--- src/rtl/csa_cpa_resolve_if.sv ---
// ---------------------------------------------------------------------------
// csa_cpa_resolve_if
// Handshake bundle between the 3:2 carry-save stage, the digit-serial
// carry-propagate resolver and its consumer.
//   in_valid / in_ready : capture of one (g, f) carry-save pair
//   g, f                : sum vector (weight 2^i), carry vector (weight 2^(i+1))
//   out_valid/out_ready : delivery of the resolved sum
//   sum                 : binary g + 2*f, RW = W+2 bits
//   busy                : resolver is adding digits
// Modports: slave = resolver side, master = upstream/downstream side.
// ---------------------------------------------------------------------------
interface csa_cpa_resolve_if #(
    parameter int W  = 74,
    parameter int RW = W + 2
);
    logic          in_valid;
    logic          in_ready;
    logic [W-1:0]  g;
    logic [W-1:0]  f;
    logic          out_valid;
    logic          out_ready;
    logic [RW-1:0] sum;
    logic          busy;

    modport slave (
        input  in_valid, g, f, out_ready,
        output in_ready, out_valid, sum, busy
    );

    modport master (
        output in_valid, g, f, out_ready,
        input  in_ready, out_valid, sum, busy
    );
endinterface

--- src/rtl/csa_cpa_resolve.sv ---
// ---------------------------------------------------------------------------
// csa_cpa_resolve
// Digit-serial carry-propagate adder behind the 3:2 compression stage.
// Captures one carry-save pair (g, f) and resolves g + 2*f, D bits per
// cycle over NDIG cycles, then holds the result until consumed.
// Ports:
//   clk  : rising-edge clock
//   rst  : asynchronous, active-high reset
//   bus  : csa_cpa_resolve_if.slave (in_valid/in_ready/g/f,
//          out_valid/out_ready/sum, busy)
// ---------------------------------------------------------------------------
module csa_cpa_resolve #(
    parameter int N = 222,
    parameter int D = 16
) (
    input  logic                clk,
    input  logic                rst,
    csa_cpa_resolve_if.slave    bus
);
    localparam int W    = N / 3;
    localparam int RW   = W + 2;
    localparam int NDIG = (RW + D - 1) / D;
    localparam int PW   = NDIG * D;
    localparam int CW   = (NDIG > 1) ? $clog2(NDIG) : 1;

    typedef enum logic [1:0] {IDLE, ADD, DONE} state_t;

    state_t          r_state, w_state_nxt;
    logic [PW-1:0]   r_opa, r_opb, r_acc;
    logic            r_carry;
    logic [CW-1:0]   r_cnt;
    logic [RW-1:0]   r_sum;

    logic [D:0]      w_t;
    logic [PW-1:0]   w_acc_nxt;
    logic            w_last;

    // One digit of the ripple: D+1 bits wide so the carry-out lands in w_t[D].
    assign w_t = {1'b0, r_opa[D-1:0]} + {1'b0, r_opb[D-1:0]} + {{D{1'b0}}, r_carry};

    // Accumulator fills from the top; after NDIG digits digit 0 sits at bit 0.
    assign w_acc_nxt = (r_acc >> D) | (PW'(w_t[D-1:0]) << (PW - D));
    assign w_last    = (r_cnt == CW'(NDIG - 1));

    // Outputs are decoded from registered state only.
    assign bus.in_ready  = (r_state == IDLE);
    assign bus.busy      = (r_state == ADD);
    assign bus.out_valid = (r_state == DONE);
    assign bus.sum       = r_sum;

    always_ff @(posedge clk or posedge rst) begin
        if (rst) r_state <= IDLE;
        else     r_state <= w_state_nxt;
    end

    always_comb begin
        w_state_nxt = r_state;
        case (r_state)
            IDLE:    if (bus.in_valid) w_state_nxt = ADD;
            ADD:     if (w_last)       w_state_nxt = DONE;
            DONE:    if (bus.out_ready) w_state_nxt = IDLE;
            default: w_state_nxt = IDLE;
        endcase
    end

    always_ff @(posedge clk or posedge rst) begin
        if (rst) begin
            r_opa   <= '0;
            r_opb   <= '0;
            r_acc   <= '0;
            r_carry <= 1'b0;
            r_cnt   <= '0;
            r_sum   <= '0;
        end else begin
            case (r_state)
                IDLE: if (bus.in_valid) begin
                    r_opa   <= PW'(bus.g);
                    // f carries weight 2^(i+1): pre-shift left by one.
                    r_opb   <= PW'({bus.f, 1'b0});
                    r_acc   <= '0;
                    r_carry <= 1'b0;
                    r_cnt   <= '0;
                end
                ADD: begin
                    r_acc   <= w_acc_nxt;
                    r_carry <= w_t[D];
                    r_opa   <= r_opa >> D;
                    r_opb   <= r_opb >> D;
                    r_cnt   <= r_cnt + CW'(1);
                    // Padding above RW is always zero and is dropped here.
                    if (w_last) r_sum <= w_acc_nxt[RW-1:0];
                end
                default: ;
            endcase
        end
    end
endmodule
--- src/flat_wrapper.sv ---
// flat-port wrapper written by rule: the top's interface ports become plain ports
module csa_cpa_resolve_flat 
#(
    parameter int N = 222,
    parameter int D = 16
)
  (clk, rst, bus_in_valid, bus_g, bus_f, bus_out_ready, bus_in_ready, bus_out_valid, bus_sum, bus_busy);
  csa_cpa_resolve_if bus_i ();
  input  logic clk;
  input  logic rst;
  input wire logic [$bits(bus_i.in_valid)-1:0] bus_in_valid;
  input wire logic [$bits(bus_i.g)-1:0] bus_g;
  input wire logic [$bits(bus_i.f)-1:0] bus_f;
  input wire logic [$bits(bus_i.out_ready)-1:0] bus_out_ready;
  output wire logic [$bits(bus_i.in_ready)-1:0] bus_in_ready;
  output wire logic [$bits(bus_i.out_valid)-1:0] bus_out_valid;
  output wire logic [$bits(bus_i.sum)-1:0] bus_sum;
  output wire logic [$bits(bus_i.busy)-1:0] bus_busy;
  assign bus_i.in_valid = bus_in_valid;
  assign bus_i.g = bus_g;
  assign bus_i.f = bus_f;
  assign bus_i.out_ready = bus_out_ready;
  assign bus_in_ready = bus_i.in_ready;
  assign bus_out_valid = bus_i.out_valid;
  assign bus_sum = bus_i.sum;
  assign bus_busy = bus_i.busy;
  csa_cpa_resolve #(.N(N), .D(D)) u_core (.clk(clk), .rst(rst), .bus(bus_i));
endmodule
--- config.mk ---
export PLATFORM = sky130hd
export DESIGN_NAME = csa_cpa_resolve_flat
export DESIGN_NICKNAME = d
export VERILOG_FILES = /design/src/rtl/csa_cpa_resolve_if.sv /design/src/rtl/csa_cpa_resolve.sv /design/src/flat_wrapper.sv
export SDC_FILE = /design/constraint.sdc
export NUM_CORES = 1
export LEC_CHECK = 0
export BUFFER_PORTS_ARGS = -buffer_cell sky130_fd_sc_hd__buf_2
export CAP_MARGIN = 25
export CORE_MARGIN = 2
export CORE_UTILIZATION = 60
export DETAILED_ROUTE_END_ITERATION = 12
export PLACE_DENSITY = 0.85
export SLEW_MARGIN = 40
export SYNTH_ARGS = -nofsm -noshare
export SYNTH_HDL_FRONTEND = slang
export SYNTH_SLANG_ARGS = --single-unit
--- constraint.sdc ---
create_clock -name clk -period 29.1 [get_ports clk]
set_clock_uncertainty 0.2 [all_clocks]
set_input_delay 2.91 -clock clk [delete_from_list [all_inputs] [get_ports clk]]
set_output_delay 2.91 -clock clk [all_outputs]
set_load 0.01 [all_outputs]
# Word level (Yosys, flattened, before mapping)
# Index checks and enable logic that the tools add are counted.
[word_totals] ff_bits=322 in_bits=152 out_inout_bits=79 wordCells=36
[classes] addsub=3 n_eq_ne=6 n_mux=14 n_bitwise=1 n_reduce_logical=5
[op_table] cell="80-bit case mux with 2 select lines" count=3
[op_table] cell="80-bit 2-to-1 mux" count=3
[op_table] cell="64-bit by 80-bit bitwise OR with 80-bit output" count=1
[op_table] cell="16-bit by 16-bit adder with 17-bit output" count=1
[op_table] cell="17-bit by 1-bit adder with 17-bit output" count=1
[op_table] cell="2-bit 2-to-1 mux" count=3
[op_table] cell="2-bit case mux with 3 select lines" count=1
[op_table] cell="3-bit case mux with 2 select lines" count=1
[op_table] cell="2-bit inequality test (second input constant)" count=2
[op_table] cell="2-bit AND reduction" count=2
[op_table] cell="3-bit by 1-bit adder with 3-bit output (second input constant)" count=1
[op_table] cell="3-bit equality test (second input constant)" count=1
[op_table] cell="3-bit 2-to-1 mux" count=1
[op_table] cell="3-bit AND reduction" count=1
[op_table] cell="2-bit by 1-bit equality test with 1-bit output (second input constant)" count=1
[op_table] cell="2-bit equality test (second input constant)" count=1
[op_table] cell="2-bit zero test" count=1
[op_table] cell="2-bit by 1-bit inequality test with 1-bit output (second input constant)" count=1
[op_table] cell="1-bit case mux with 2 select lines" count=1
[op_table] cell="2-bit nonzero test" count=1
[op_table] cell="1-bit 2-to-1 mux" count=1

# Logic depth before layout (Yosys ltp)
# Gate-level depths: netlist (run 1).
[depth] depth_word=4 ltp_mapped=9 ltp_nobuf=9

# Least setup slack after synthesis (run 1)
# OpenSTA, ideal clock, no wires.
[synth_timing] path_kind="reg2out" startpoint="reg u_core.r_state[1]" endpoint="out bus_busy" t_arrival_ns=1.266 t_required_ns=25.990 setup_slack_ns=24.724 path_stages_with_launch=5 path_buffers=2 path_cell_list="dfrtp_1 -> nand2b_1 -> inv_1 -> clkbuf_1 -> clkbuf_1"
[synth_between] elab_chain_cells=1
[synth_lines] element="start: declaration" line="csa_cpa_resolve.sv:28" source="state_t r_state, w_state_nxt;"
[synth_lines] element="start signal: assignment" line="csa_cpa_resolve.sv:53" source="else r_state <= w_state_nxt;"
[synth_lines] element="2-bit by 1-bit equality test with 1-bit output" line="csa_cpa_resolve.sv:47" source="assign bus.busy = (r_state == ADD);"
[synth_lines] element="end: declaration" line="flat_wrapper.sv:18" source="output wire logic [$bits(bus_i.busy)-1:0] bus_busy;"
# No other way between the ends.

# Final worst setup path (run 1)
# Same ends and word-level chain as after synthesis.

==> impl_table.tex, run 1 <==
\begin{tabular}{lr}
\hline
Metric & Value \\
\hline
\multicolumn{2}{l}{\textbf{STA}} \\
\quad Final Hold Violating Endpoints & 0 \\
\quad Unrepaired setup endpoints after global routing & no \\
\quad Maximum operating frequency & 167 MHz \\
\quad Setup TNS & 0 ns \\
\quad Final Cycle Share & 20.6\% \\
\quad Final critical-path required period & between 6 and 7 ns \\
\quad Worst max-slew margin expressed relative to the limit & a little under half \\
\quad Worst Max-Slew Pin Slew & 0.801 ns \\
\quad Number of failing setup endpoints in the final timing report & 0 \\
\quad Slew Limit Fails & 0 \\
\quad Post-route setup slack & approximately 23 ns \\
\multicolumn{2}{l}{\textbf{Run}} \\
\quad Max-cap check violation count & 0 \\
\multicolumn{2}{l}{\textbf{Critical path}} \\
\quad Worst r2r path cells & 5 \\
\quad Reg2Reg Launch Point & u\_core.r\_state[1]\$\_DFFE\_PP0P\_ \\
\quad Start-to-end type of the worst setup path & reg2out \\
\quad Worst setup EP type & output pin \\
\quad Type of element launching the critical path & flip-flop \\
\quad Critical path data arrival time & $\sim$2.9 ns \\
\quad Endpoint of the worst register-to-register path & u\_core.bus.sum[12]\$\_DFFE\_PP0P\_ \\
\quad FF-to-FF setup slack & approximately 25 ns \\
\quad Data required, critical path & around 26 ns \\
\quad Largest driver fanout on the critical path & 83 \\
\multicolumn{2}{l}{\textbf{Worst hold path}} \\
\quad Hold wc startpoint & u\_core.r\_opa[46]\$\_DFFE\_PP0P\_ \\
\quad Hold Path Sink & u\_core.r\_opa[46]\$\_DFFE\_PP0P\_ \\
\quad Type of the worst min-delay path & reg2reg \\
\quad Worst Hold Depth & 2 \\
\multicolumn{2}{l}{\textbf{Global route}} \\
\quad Vias in the first global route & between 9,000 and 10,000 \\
\quad Initial antenna violation count & 1 \\
\quad Final global-route overflow total & 0 \\
\quad Wire length of the first global-routing pass & about 53 mm \\
\quad Largest net degree at the start of global routing & 154 \\
\quad Overall track demand over capacity in global routing & between 20\% and 30\% \\
\multicolumn{2}{l}{\textbf{Floorplanning}} \\
\quad Core region area & approximately 0.022 mm2 \\
\quad Height of the chip & between 150 and 200 um \\
\quad Starting density of the core & between 60\% and 70\% \\
\quad IO Count & roughly 230 \\
\quad Die width & roughly 150 um \\
\quad Area of the die & approximately 0.023 mm2 \\
\quad Number of rows in the core area & 54 \\
\multicolumn{2}{l}{\textbf{Layout}} \\
\quad Total number of nets in the final design & 1,527 \\
\quad Layout cell share with drive strength beyond 1 & 25.9\% \\
\quad Filler cell count in the final layout & between 1,500 and 2,000 \\
\quad Relative area change from synthesis to final layout & 16.5\% \\
\quad N\_diodes & 0 \\
\quad Most frequent cells in the layout & dfrtp\_1 (293), buf\_2 (229), o21ai\_0 (147) \\
\quad Most common cell after layout, fill and taps aside & dfrtp\_1 \\
\quad Non-Filler Instances & 1,655 \\
\multicolumn{2}{l}{\textbf{Status}} \\
\quad Outcome & finished, final reports clean \\
\multicolumn{2}{l}{\textbf{Place}} \\
\quad Worst setup slack after placement & about 23 ns \\
\quad Total of buffers placed on input and output ports & 230 \\
\quad HPWL Detailed & approximately 21 mm \\
\quad Cell total after placement & around 1,600 \\
\quad GPL Wtd Cong & 0.906 \\
\multicolumn{2}{l}{\textbf{Synthesis}} \\
\quad Mean cell area of the mapped netlist & $\sim$11 um2 \\
\quad FFs w/ async S/R, synth & between 90\% and 100\% \\
\quad Total nets after synthesis & around 1,400 \\
\quad Top cell type's share of synthesized area & between 50 and 60\% \\
\quad Total of warnings raised by yosys & 0 \\
\quad Number of flip-flops and latches in the synthesized netlist & between 200 and 300 \\
\quad Flip-flop cell with the highest count after synthesis & dfrtp\_1 \\
\quad Main area contributors after synthesis & dfrtp\_1 (56\%), a22oi\_1 (6.0\%), mux2\_2 (5.7\%) \\
\quad Combined area of all synthesized cells & 0.0131 mm2 \\
\quad Synth area leader & dfrtp\_1 \\
\quad Sequential area share after synthesis & a little under three fifths \\
\quad Netlist cell types & a little over 40 \\
\quad EDFF count, synth & 0 \\
\quad Cell count after synthesis & 1,185 \\
\multicolumn{2}{l}{\textbf{CTS}} \\
\quad Clock-pin slew reported for the worst setup and hold paths after clock tree synthesis & roughly 0.06 ns \\
\quad Cts repair resizes & 0 \\
\quad CTS max path bufs & 3 \\
\quad Setup repair bufs after CTS & 0 \\
\quad TritonCTS clock tree & yes \\
\quad CTS H-tree lvls & 1 \\
\quad Root buffer cell & clkbuf\_16 \\
\quad Number of buffers inserted during clock tree synthesis & 28 \\
\quad Number of buffers inserted for hold repair after clock tree synthesis & 0 \\
\quad Clock network latency to the later pin of the worst-skew pair & around 0.54 ns \\
\quad Clock Sinks & slightly below 300 \\
\multicolumn{2}{l}{\textbf{Pwr}} \\
\quad Max IR drop VDD & 0.0000749 V \\
\quad Switching power as a share of total power & between 30\% and 40\% \\
\quad Share of power burned in combinational logic & 34.7\% \\
\quad Switching component of the power & between 500 and 600 uW \\
\quad Leakage power figure & about 7.3 nW \\
\quad Int Pwr & between 1 and 1.5 mW \\
\quad Power consumption & roughly 1.6 mW \\
\quad Share of power burned in registers & $\sim$44\% \\
\quad Fraction of power consumed by the clock network & 21.2\% \\
\quad Power Density & around 100 mW/mm2 \\
\multicolumn{2}{l}{\textbf{Routing}} \\
\quad First-iteration detailed-routing DRC count & roughly 830 \\
\quad DRC Markers & 0 \\
\quad Count of antenna-violating nets left after detailed routing & 0 \\
\quad Router iterations before antenna repair & 6 \\
\quad Via count of the routed design & about 10,000 \\
\quad Routed length per instance & 19.6 um \\
\quad Wire length after detailed routing & about 32 mm \\
\quad Vias per Instance & $\sim$6.2 \\
\hline
\end{tabular}
## critical path, stage by stage, from the launching register on
cell      delay [ns]
dfrtp_4         0.74
nand2b_1        0.58
inv_6           0.67
buf_2           0.25
## Yosys cell counts (2+ instances only)
| master | count |
|---|---|
| inv_1 | 14 |
| a22o_1 | 84 |
| a211oi_1 | 2 |
| buf_2 | 10 |
| nand3_1 | 4 |
| xor2_1 | 7 |
| a22oi_1 | 105 |
| o21ai_0 | 147 |
| and3b_1 | 12 |
| nand4_1 | 4 |
| ha_1 | 17 |
| o21ai_1 | 4 |
| a31oi_1 | 2 |
| a2bb2oi_1 | 2 |
| nand2_1 | 42 |
| o211ai_1 | 3 |
| o21bai_1 | 3 |
| dfrtp_1 | 295 |
| a21oi_1 | 130 |
| or3_1 | 2 |
| a21o_1 | 4 |
| a32o_1 | 2 |
| mux2_2 | 66 |
| nor2_1 | 7 |
| clkbuf_1 | 74 |
| xnor2_1 | 4 |
| nor2b_1 | 106 |
| nand2b_1 | 4 |
| fa_1 | 2 |
| buf_1 | 16 |
## per-stage QoR
| stage | hold slack (ns) | instance area [um2] | util [%] |
|---|---|---|---|
| 2_1_floorplan | 0.251 | 13100 | - |
| 3_3_place_gp | 0.256 | 14400 | 66.4 |
| 3_5_place_dp | 0.269 | 14400 | 66.6 |
| 4_1_cts | 0.285 | 15200 | 70.5 |
| 5_1_grt | 0.310 | 15300 | 70.7 |
| 6_report | 0.278 | 15300 | 70.7 |
## per-layer routing
layer | global-route usage (%) | routed length, um | up-vias | share of wire (%)
met5 | 0 | 13 | - | 0.040
met1 | 40.3 | 13800 | 5032 | 43
li1 | - | - | 4684 | -
met4 | 8.68 | 1090 | 2 | 3.4
met2 | 43.5 | 15400 | 403 | 48
met3 | 4.22 | 2080 | 68 | 6.4
## worst max path at each step
stage               slack [ns]  cells after the start                       endpoint                           from
floorplan                17.84                      1  u_core.bus.sum[0]$_DFFE_PP0P_                            rst
global placement         23.06                      5   u_core.r_opa[67]$_DFFE_PP0P_                   bus_in_valid
detailed placement       23.41                      6   u_core.r_opa[17]$_DFFE_PP0P_                   bus_in_valid
CTS                      23.16                      3                       bus_busy  u_core.r_state[1]$_DFFE_PP0P_
global route             22.99                      3                       bus_busy  u_core.r_state[1]$_DFFE_PP0P_
finish                   23.10                      3                       bus_busy  u_core.r_state[1]$_DFFE_PP0P_
## power by group through the flow
stage	Combinational [mW]	Sequential (mW)	Clock, mW
2_1_floorplan	0.392	0.667	0
3_3_place_gp	0.522	0.693	0
3_5_place_dp	0.547	0.704	0
4_1_cts	0.553	0.699	0.344
5_1_grt	0.611	0.722	0.361
6_report	0.554	0.702	0.339
## cell families (layout without fill, tap and decap cells)
family	after synthesis	count (layout)	share of synthesized area [%]
fa+ha+maj	19	19	1.93
xor+xnor	11	11	0.734
compound gates	495	495	24.0
flops	295	295	56.3
buf+inv	114	304	3.36
mux	66	66	5.66
simple gates	185	185	8.09
## sequential cells by signal (all words and copies together) (netlist names)
signal / cells
u_core.bus.sum: 76
u_core.r_state: 2
u_core.r_cnt: 3
u_core.r_carry: 1
u_core.r_opa: 74
u_core.r_acc: 64
u_core.r_opb: 75
## final cells by class
cell class | instances | area (um2) | area share, %
sequential | 295 | 7390 | 48.4
multi-input combinational | 776 | 5340 | 34.9
timing repair buffer | 241 | 1290 | 8.44
clock buffer | 46 | 830 | 5.43
tap | 280 | 350 | 2.29
inverter | 14 | 70.1 | 0.458
clock inverter | 3 | 15.0 | 0.0982
No activity file was read; power rests on OpenSTA's default activity.
==> inputs of run 2 (changes only) <==
CORE_UTILIZATION = 51   (was 60)
PLACE_DENSITY = 0.77   (was 0.85)
clock period = 5.33 ns   (was 29.1 ns; I/O delays follow)
==> impl_table.tex, run 2 (synthesis gave the netlist of run 1 again) <==
\begin{tabular}{lr}
\hline
Metric & Value \\
\hline
\multicolumn{2}{l}{\textbf{Critical path}} \\
\quad Largest driver fanout on the critical path & 70 \\
\quad Endpoint of the worst register-to-register path & u\_core.bus.sum[7]\$\_DFFE\_PP0P\_ \\
\quad Worst setup EP type & flip-flop \\
\quad Critical path data arrival time & between 3 and 4 ns \\
\quad FF-to-FF setup slack & 1.72 ns \\
\quad Worst r2r path cells & 6 \\
\quad Start-to-end type of the worst setup path & reg2reg \\
\quad Reg2Reg Launch Point & u\_core.r\_state[0]\$\_DFFE\_PP0P\_ \\
\quad Data required, critical path & around 5.6 ns \\
\quad Type of element launching the critical path & flip-flop \\
\multicolumn{2}{l}{\textbf{Layout}} \\
\quad Total number of nets in the final design & 1,563 \\
\quad Relative area change from synthesis to final layout & 21.4\% \\
\quad Layout cell share with drive strength beyond 1 & approximately a quarter \\
\quad Flip-flop count of the largest register after layout & 76 \\
\quad Most frequent cells in the layout & dfrtp\_1 (293), buf\_2 (229), o21ai\_0 (147) \\
\quad Filler cell count in the final layout & between 1,500 and 2,000 \\
\quad Most common cell after layout, fill and taps aside & dfrtp\_1 \\
\multicolumn{2}{l}{\textbf{Floorplanning}} \\
\quad IO Count & 231 \\
\quad Height of the chip & $\sim$160 um \\
\quad Starting density of the core & between 50\% and 60\% \\
\quad Number of rows in the core area & slightly below 60 \\
\quad Core region area & around 0.025 mm2 \\
\quad Area of the die & about 0.027 mm2 \\
\quad Die width & $\sim$160 um \\
\multicolumn{2}{l}{\textbf{Routing}} \\
\quad DRC Markers & 0 \\
\quad Vias per Instance & about 6 \\
\quad Routed length per instance & 19.2 um \\
\quad Wire length after detailed routing & around 34 mm \\
\quad First-iteration detailed-routing DRC count & between 900 and 1,000 \\
\quad Via count of the routed design & between 10,000 and 15,000 \\
\quad Router iterations before antenna repair & 8 \\
\quad Count of antenna-violating nets left after detailed routing & 0 \\
\multicolumn{2}{l}{\textbf{Status}} \\
\quad Outcome & finished, final reports clean \\
\multicolumn{2}{l}{\textbf{Worst hold path}} \\
\quad Type of the worst min-delay path & in2reg \\
\quad Worst Hold Depth & 2 \\
\quad Hold wc startpoint & bus\_g[59] \\
\quad Hold Path Sink & u\_core.r\_opa[59]\$\_DFFE\_PP0P\_ \\
\multicolumn{2}{l}{\textbf{Pwr}} \\
\quad Max IR drop VDD & approximately 0.00037 V \\
\quad Leakage power figure & approximately 7.6 nW \\
\quad Power consumption & around 9 mW \\
\quad Power Density & roughly 570 mW/mm2 \\
\multicolumn{2}{l}{\textbf{CTS}} \\
\quad Number of buffers inserted during clock tree synthesis & 30 \\
\quad TritonCTS clock tree & yes \\
\quad Clock network latency to the later pin of the worst-skew pair & 0.55 ns \\
\quad Number of buffers inserted for hold repair after clock tree synthesis & 31 \\
\quad Root buffer cell & clkbuf\_16 \\
\quad Cts repair resizes & 0 \\
\quad CTS max path bufs & 3 \\
\quad Setup repair bufs after CTS & 0 \\
\quad Clock Sinks & $\sim$300 \\
\quad Clock-pin slew reported for the worst setup and hold paths after clock tree synthesis & 0.06 ns \\
\quad CTS H-tree lvls & 1 \\
\multicolumn{2}{l}{\textbf{STA}} \\
\quad Worst max-slew margin expressed relative to the limit & a little under half \\
\quad Unrepaired setup endpoints after global routing & no \\
\quad Worst Max-Slew Pin Slew & $\sim$0.8 ns \\
\quad Final Cycle Share & 67.8\% \\
\quad Final critical-path required period & between 3 and 4 ns \\
\quad Number of failing setup endpoints in the final timing report & 0 \\
\quad Maximum operating frequency & approximately 280 MHz \\
\quad Setup TNS & 0 ns \\
\quad Final Hold Violating Endpoints & 0 \\
\quad Slew Limit Fails & 0 \\
\multicolumn{2}{l}{\textbf{Place}} \\
\quad HPWL Detailed & 21.1 mm \\
\quad Total of buffers placed on input and output ports & 230 \\
\quad GPL Wtd Cong & just under 0.9 \\
\multicolumn{2}{l}{\textbf{Global route}} \\
\quad Wire length of the first global-routing pass & 53.1 mm \\
\quad Largest net degree at the start of global routing & between 150 and 200 \\
\quad Initial antenna violation count & 7 \\
\quad Overall track demand over capacity in global routing & $\sim$25\% \\
\quad Vias in the first global route & between 9,000 and 10,000 \\
\quad Final global-route overflow total & 0 \\
\multicolumn{2}{l}{\textbf{Run}} \\
\quad Max-cap check violation count & 0 \\
\hline
\end{tabular}
## run 2: cell type report
class / count / area, um2 / share of cell area (%)
multi-input cells: 776 / 5340 / 33.5
flip-flops and latches: 295 / 7390 / 46.4
diodes: 2 / 5.00 / 0.0314
inverters: 14 / 61.3 / 0.385
well taps: 330 / 413 / 2.59
repair buffers: 275 / 1690 / 10.6
clock buffers: 43 / 871 / 5.47
clock inverters: 11 / 158 / 0.990
## run 2: worst max path at each step
| stage | slack (ns) | cells after the start | startpoint | endpoint |
|---|---|---|---|---|
| detailed placement | 1.72 | 6 | u_core.r_state[0]$_DFFE_PP0P_ | u_core.bus.sum[8]$_DFFE_PP0P_ |
| global placement | 1.55 | 5 | u_core.r_state[0]$_DFFE_PP0P_ | u_core.bus.sum[1]$_DFFE_PP0P_ |
| CTS | 1.68 | 6 | u_core.r_state[0]$_DFFE_PP0P_ | u_core.bus.sum[12]$_DFFE_PP0P_ |
| floorplan | 0.68 | 1 | rst | u_core.bus.sum[0]$_DFFE_PP0P_ |
| global route | 1.45 | 6 | u_core.r_state[0]$_DFFE_PP0P_ | u_core.bus.sum[12]$_DFFE_PP0P_ |
| finish | 1.72 | 6 | u_core.r_state[0]$_DFFE_PP0P_ | u_core.bus.sum[7]$_DFFE_PP0P_ |
## run 2: routing by layer
metal,up-vias,wire (um),share of wire (%),global-route usage (%)
met5,-,59,0.18,0
met4,10,897,2.7,6.48
met3,63,2310,6.9,4.80
met2,376,15500,46,38.2
met1,5059,14800,44,35.6
li1,4759,-,-,-
## run 2: where the power goes
part | internal (mW) | switching [mW]
clock network | 1.32 | 0.861
logic | 1.37 | 1.66
registers | 3.09 | 0.734
total | 5.78 | 3.26
## run 2: critical path, stage by stage (launching register included)
cell,delay (ns)
dfrtp_4,0.76
nand2b_1,0.52
inv_6,0.60
nand3_4,0.48
buf_12,0.35
buf_4,0.23
mux2_2,0.30
## run 2: stage by stage
step	utilization [%]	area (um2)	hold slack, ns	cells	setup WS, ns
global route	63.1	15900	0.00809	1745	1.45
finish	63.1	15900	0.0267	1746	1.72
global placement	57.2	14500	0.259	1654	1.55
floorplan	-	13100	0.251	1185	0.680
detailed placement	57.6	14500	0.271	1657	1.72
CTS	62.9	15900	0.00204	1742	1.68
==> inputs of run 3 (changes only) <==
CORE_UTILIZATION = 56   (was 51)
PLACE_DENSITY = 0.8   (was 0.77)
clock period = 3.49 ns   (was 5.33 ns; I/O delays follow)
==> impl_table.tex, run 3 (synthesis gave the netlist of run 1 again) <==
\begin{tabular}{lr}
\hline
Metric & Value \\
\hline
\multicolumn{2}{l}{\textbf{Status}} \\
\quad Outcome & finished, final reports clean \\
\multicolumn{2}{l}{\textbf{CTS}} \\
\quad Number of buffers inserted for hold repair after clock tree synthesis & between 100 and 150 \\
\quad TritonCTS clock tree & yes \\
\quad Cts repair resizes & 0 \\
\quad Setup repair bufs after CTS & 0 \\
\quad CTS max path bufs & 3 \\
\quad Root buffer cell & clkbuf\_16 \\
\quad CTS H-tree lvls & 1 \\
\quad Clock Sinks & around 300 \\
\quad Clock network latency to the later pin of the worst-skew pair & $\sim$0.56 ns \\
\quad Number of buffers inserted during clock tree synthesis & 29 \\
\quad Clock-pin slew reported for the worst setup and hold paths after clock tree synthesis & 0.07 ns \\
\multicolumn{2}{l}{\textbf{Floorplanning}} \\
\quad Starting density of the core & 56.4\% \\
\quad Height of the chip & 157 um \\
\quad Core region area & about 0.023 mm2 \\
\quad Area of the die & about 0.025 mm2 \\
\quad IO Count & $\sim$230 \\
\quad Number of rows in the core area & 56 \\
\quad Die width & between 150 and 200 um \\
\multicolumn{2}{l}{\textbf{STA}} \\
\quad Final Hold Violating Endpoints & 0 \\
\quad Final critical-path required period & around 2.6 ns \\
\quad Worst max-slew margin expressed relative to the limit & a little over half \\
\quad Final Cycle Share & between 70\% and 80\% \\
\quad Unrepaired setup endpoints after global routing & no \\
\quad Number of failing setup endpoints in the final timing report & 0 \\
\quad Maximum operating frequency & 378 MHz \\
\quad Worst Max-Slew Pin Slew & just over 0.7 ns \\
\quad Post-route setup slack & around 0.85 ns \\
\quad Slew Limit Fails & 0 \\
\multicolumn{2}{l}{\textbf{Routing}} \\
\quad Routed length per instance & roughly 21 um \\
\quad DRC Markers & 0 \\
\quad Wire length after detailed routing & 38.3 mm \\
\quad Router iterations before antenna repair & 5 \\
\quad Via count of the routed design & 11,300 \\
\quad Count of antenna-violating nets left after detailed routing & 0 \\
\quad Vias per Instance & about 6.1 \\
\quad First-iteration detailed-routing DRC count & $\sim$1,100 \\
\multicolumn{2}{l}{\textbf{Critical path}} \\
\quad WP buf/inv & 1 \\
\quad Top cell family by delay on the critical path & compound AO/OA/AOI/OAI gates \\
\quad Largest driver fanout on the critical path & 4 \\
\quad Start-to-end type of the worst setup path & reg2reg \\
\quad Most frequent cell on the critical path & fa\_1 \\
\quad Reg2Reg Launch Point & u\_core.r\_opa[0]\$\_DFFE\_PP0P\_ \\
\quad Critical path data arrival time & 2.85 ns \\
\quad Endpoint of the worst register-to-register path & u\_core.r\_acc[78]\$\_DFFE\_PP0P\_ \\
\quad Type of element launching the critical path & flip-flop \\
\quad Biggest cell delay along the critical path & roughly 0.46 ns \\
\quad Data required, critical path & approximately 3.7 ns \\
\quad CP cell instances & fa\_1 -> inv\_1 -> fa\_1 -> nor2b\_1 -> o2111ai\_1 -> a21oi\_1 -> o21ai\_0 -> o311ai\_0 \\
\quad Worst r2r path cells & 8 \\
\quad Worst setup EP type & flip-flop \\
\quad Crit path max-delay cell type & fa\_1 \\
\quad FF-to-FF setup slack & 0.85 ns \\
\multicolumn{2}{l}{\textbf{Global route}} \\
\quad Largest net degree at the start of global routing & 105 \\
\quad Wire length of the first global-routing pass & approximately 60 mm \\
\quad Initial antenna violation count & 1 \\
\quad Met2 Usage GRT & 50.2\% \\
\quad Vias in the first global route & about 11,000 \\
\quad Overall track demand over capacity in global routing & between 30\% and 40\% \\
\quad Met3 capacity usage during global routing & 5.59\% \\
\quad Final global-route overflow total & 0 \\
\quad Met1 Use GR & 40.5\% \\
\quad Global routing's busiest layer & met2 \\
\multicolumn{2}{l}{\textbf{Place}} \\
\quad HPWL Detailed & 21.8 mm \\
\quad Worst setup slack after placement & 0.855 ns \\
\quad Instance area at placement & 0.0146 mm2 \\
\quad GPL Wtd Cong & between 0.9 and 1 \\
\quad Cell total after placement & between 1,500 and 2,000 \\
\quad Total of buffers placed on input and output ports & 230 \\
\multicolumn{2}{l}{\textbf{Worst hold path}} \\
\quad Hold Path Sink & u\_core.r\_opa[51]\$\_DFFE\_PP0P\_ \\
\quad Worst Hold Depth & 4 \\
\quad Type of the worst min-delay path & in2reg \\
\quad Hold wc startpoint & bus\_g[51] \\
\multicolumn{2}{l}{\textbf{Run}} \\
\quad Max-cap check violation count & 0 \\
\multicolumn{2}{l}{\textbf{Layout}} \\
\quad Most common cell after layout, fill and taps aside & dfrtp\_1 \\
\quad Non-Filler Instances & 1,853 \\
\quad Flip-flop count of the largest register after layout & 76 \\
\quad Layout cell share with drive strength beyond 1 & between 20\% and 30\% \\
\quad Total number of nets in the final design & roughly 1,700 \\
\quad Most frequent cells in the layout & dfrtp\_1 (293), buf\_2 (229), o21ai\_0 (147) \\
\quad Final standard cell area without fillers & approximately 0.017 mm2 \\
\quad Relative area change from synthesis to final layout & 30.3\% \\
\multicolumn{2}{l}{\textbf{Pwr}} \\
\quad Power Density & between 800 and 900 mW/mm2 \\
\quad Power consumption & about 14 mW \\
\quad Leakage power figure & 8.08 nW \\
\quad Max IR drop VDD & between 0.0005 and 0.0006 V \\
\hline
\end{tabular}
-- run 3: changes by cell type in the layout (fill, tap and decap cells not counted), moves of 3 or more --
cell           delta
dlygate4sd3_1   +107
buf_4            +15
clkbuf_1          -4
clkbuf_8          +4
buf_12            +3
buf_16            -3
-- run 3: per-stage QoR --
step           util [%]  setup TNS [ns]  hold slack, ns
6_report           73.5               0          0.0258
5_1_grt            73.5               0          0.0674
4_1_cts            73.5               0        0.000573
3_5_place_dp       62.8               0           0.173
3_3_place_gp       62.8               0           0.258
2_1_floorplan         -         -287.96           0.251
-- run 3: per-layer routing --
layer,wire length (um),part of all wire (%)
met5,0,0
met4,1670,4.3
met3,2810,7.3
met2,18600,48
met1,15300,40
-- run 3: final cells by class --
type                            instances  area, um2
Antenna cell                            1       2.50
Clock buffer                           41        861
Clock inverter                         12        216
Fill cell                            1496       6170
Inverter                               14       61.3
Multi-Input combinational cell        776       5330
Sequential cell                       295       7390
Tap cell                              319        399
Timing Repair Buffer                  395       2830
-- run 3: worst max-delay path by stage --
| stage | cells after the start | end | startpoint |
|---|---|---|---|
| final | 8 | u_core.r_acc[78]$_DFFE_PP0P_ | u_core.r_opa[0]$_DFFE_PP0P_ |
| after global routing | 8 | u_core.r_acc[78]$_DFFE_PP0P_ | u_core.r_opa[0]$_DFFE_PP0P_ |
| after CTS | 4 | bus_out_valid | u_core.r_state[1]$_DFFE_PP0P_ |
| after detailed placement | 8 | u_core.r_acc[78]$_DFFE_PP0P_ | u_core.r_carry$_DFFE_PP0P_ |
| after global placement | 9 | u_core.r_acc[78]$_DFFE_PP0P_ | u_core.r_carry$_DFFE_PP0P_ |
| after floorplan | 1 | u_core.bus.sum[0]$_DFFE_PP0P_ | rst |
-- run 3: worst min-delay path: cells and delay by family --
family / cells / cell delay [ns]
and+or+nand+nor: 1 / 0.14
AOI/OAI and AO/OA: 2 / 0.17
buffers and inverters: 1 / 0.08
-- run 3: report_power, final --
group	internal, mW	switching (mW)	total [mW]
Combinational	2.16	2.81	4.97
Clock	2.15	1.34	3.50
Sequential	4.72	1.05	5.77
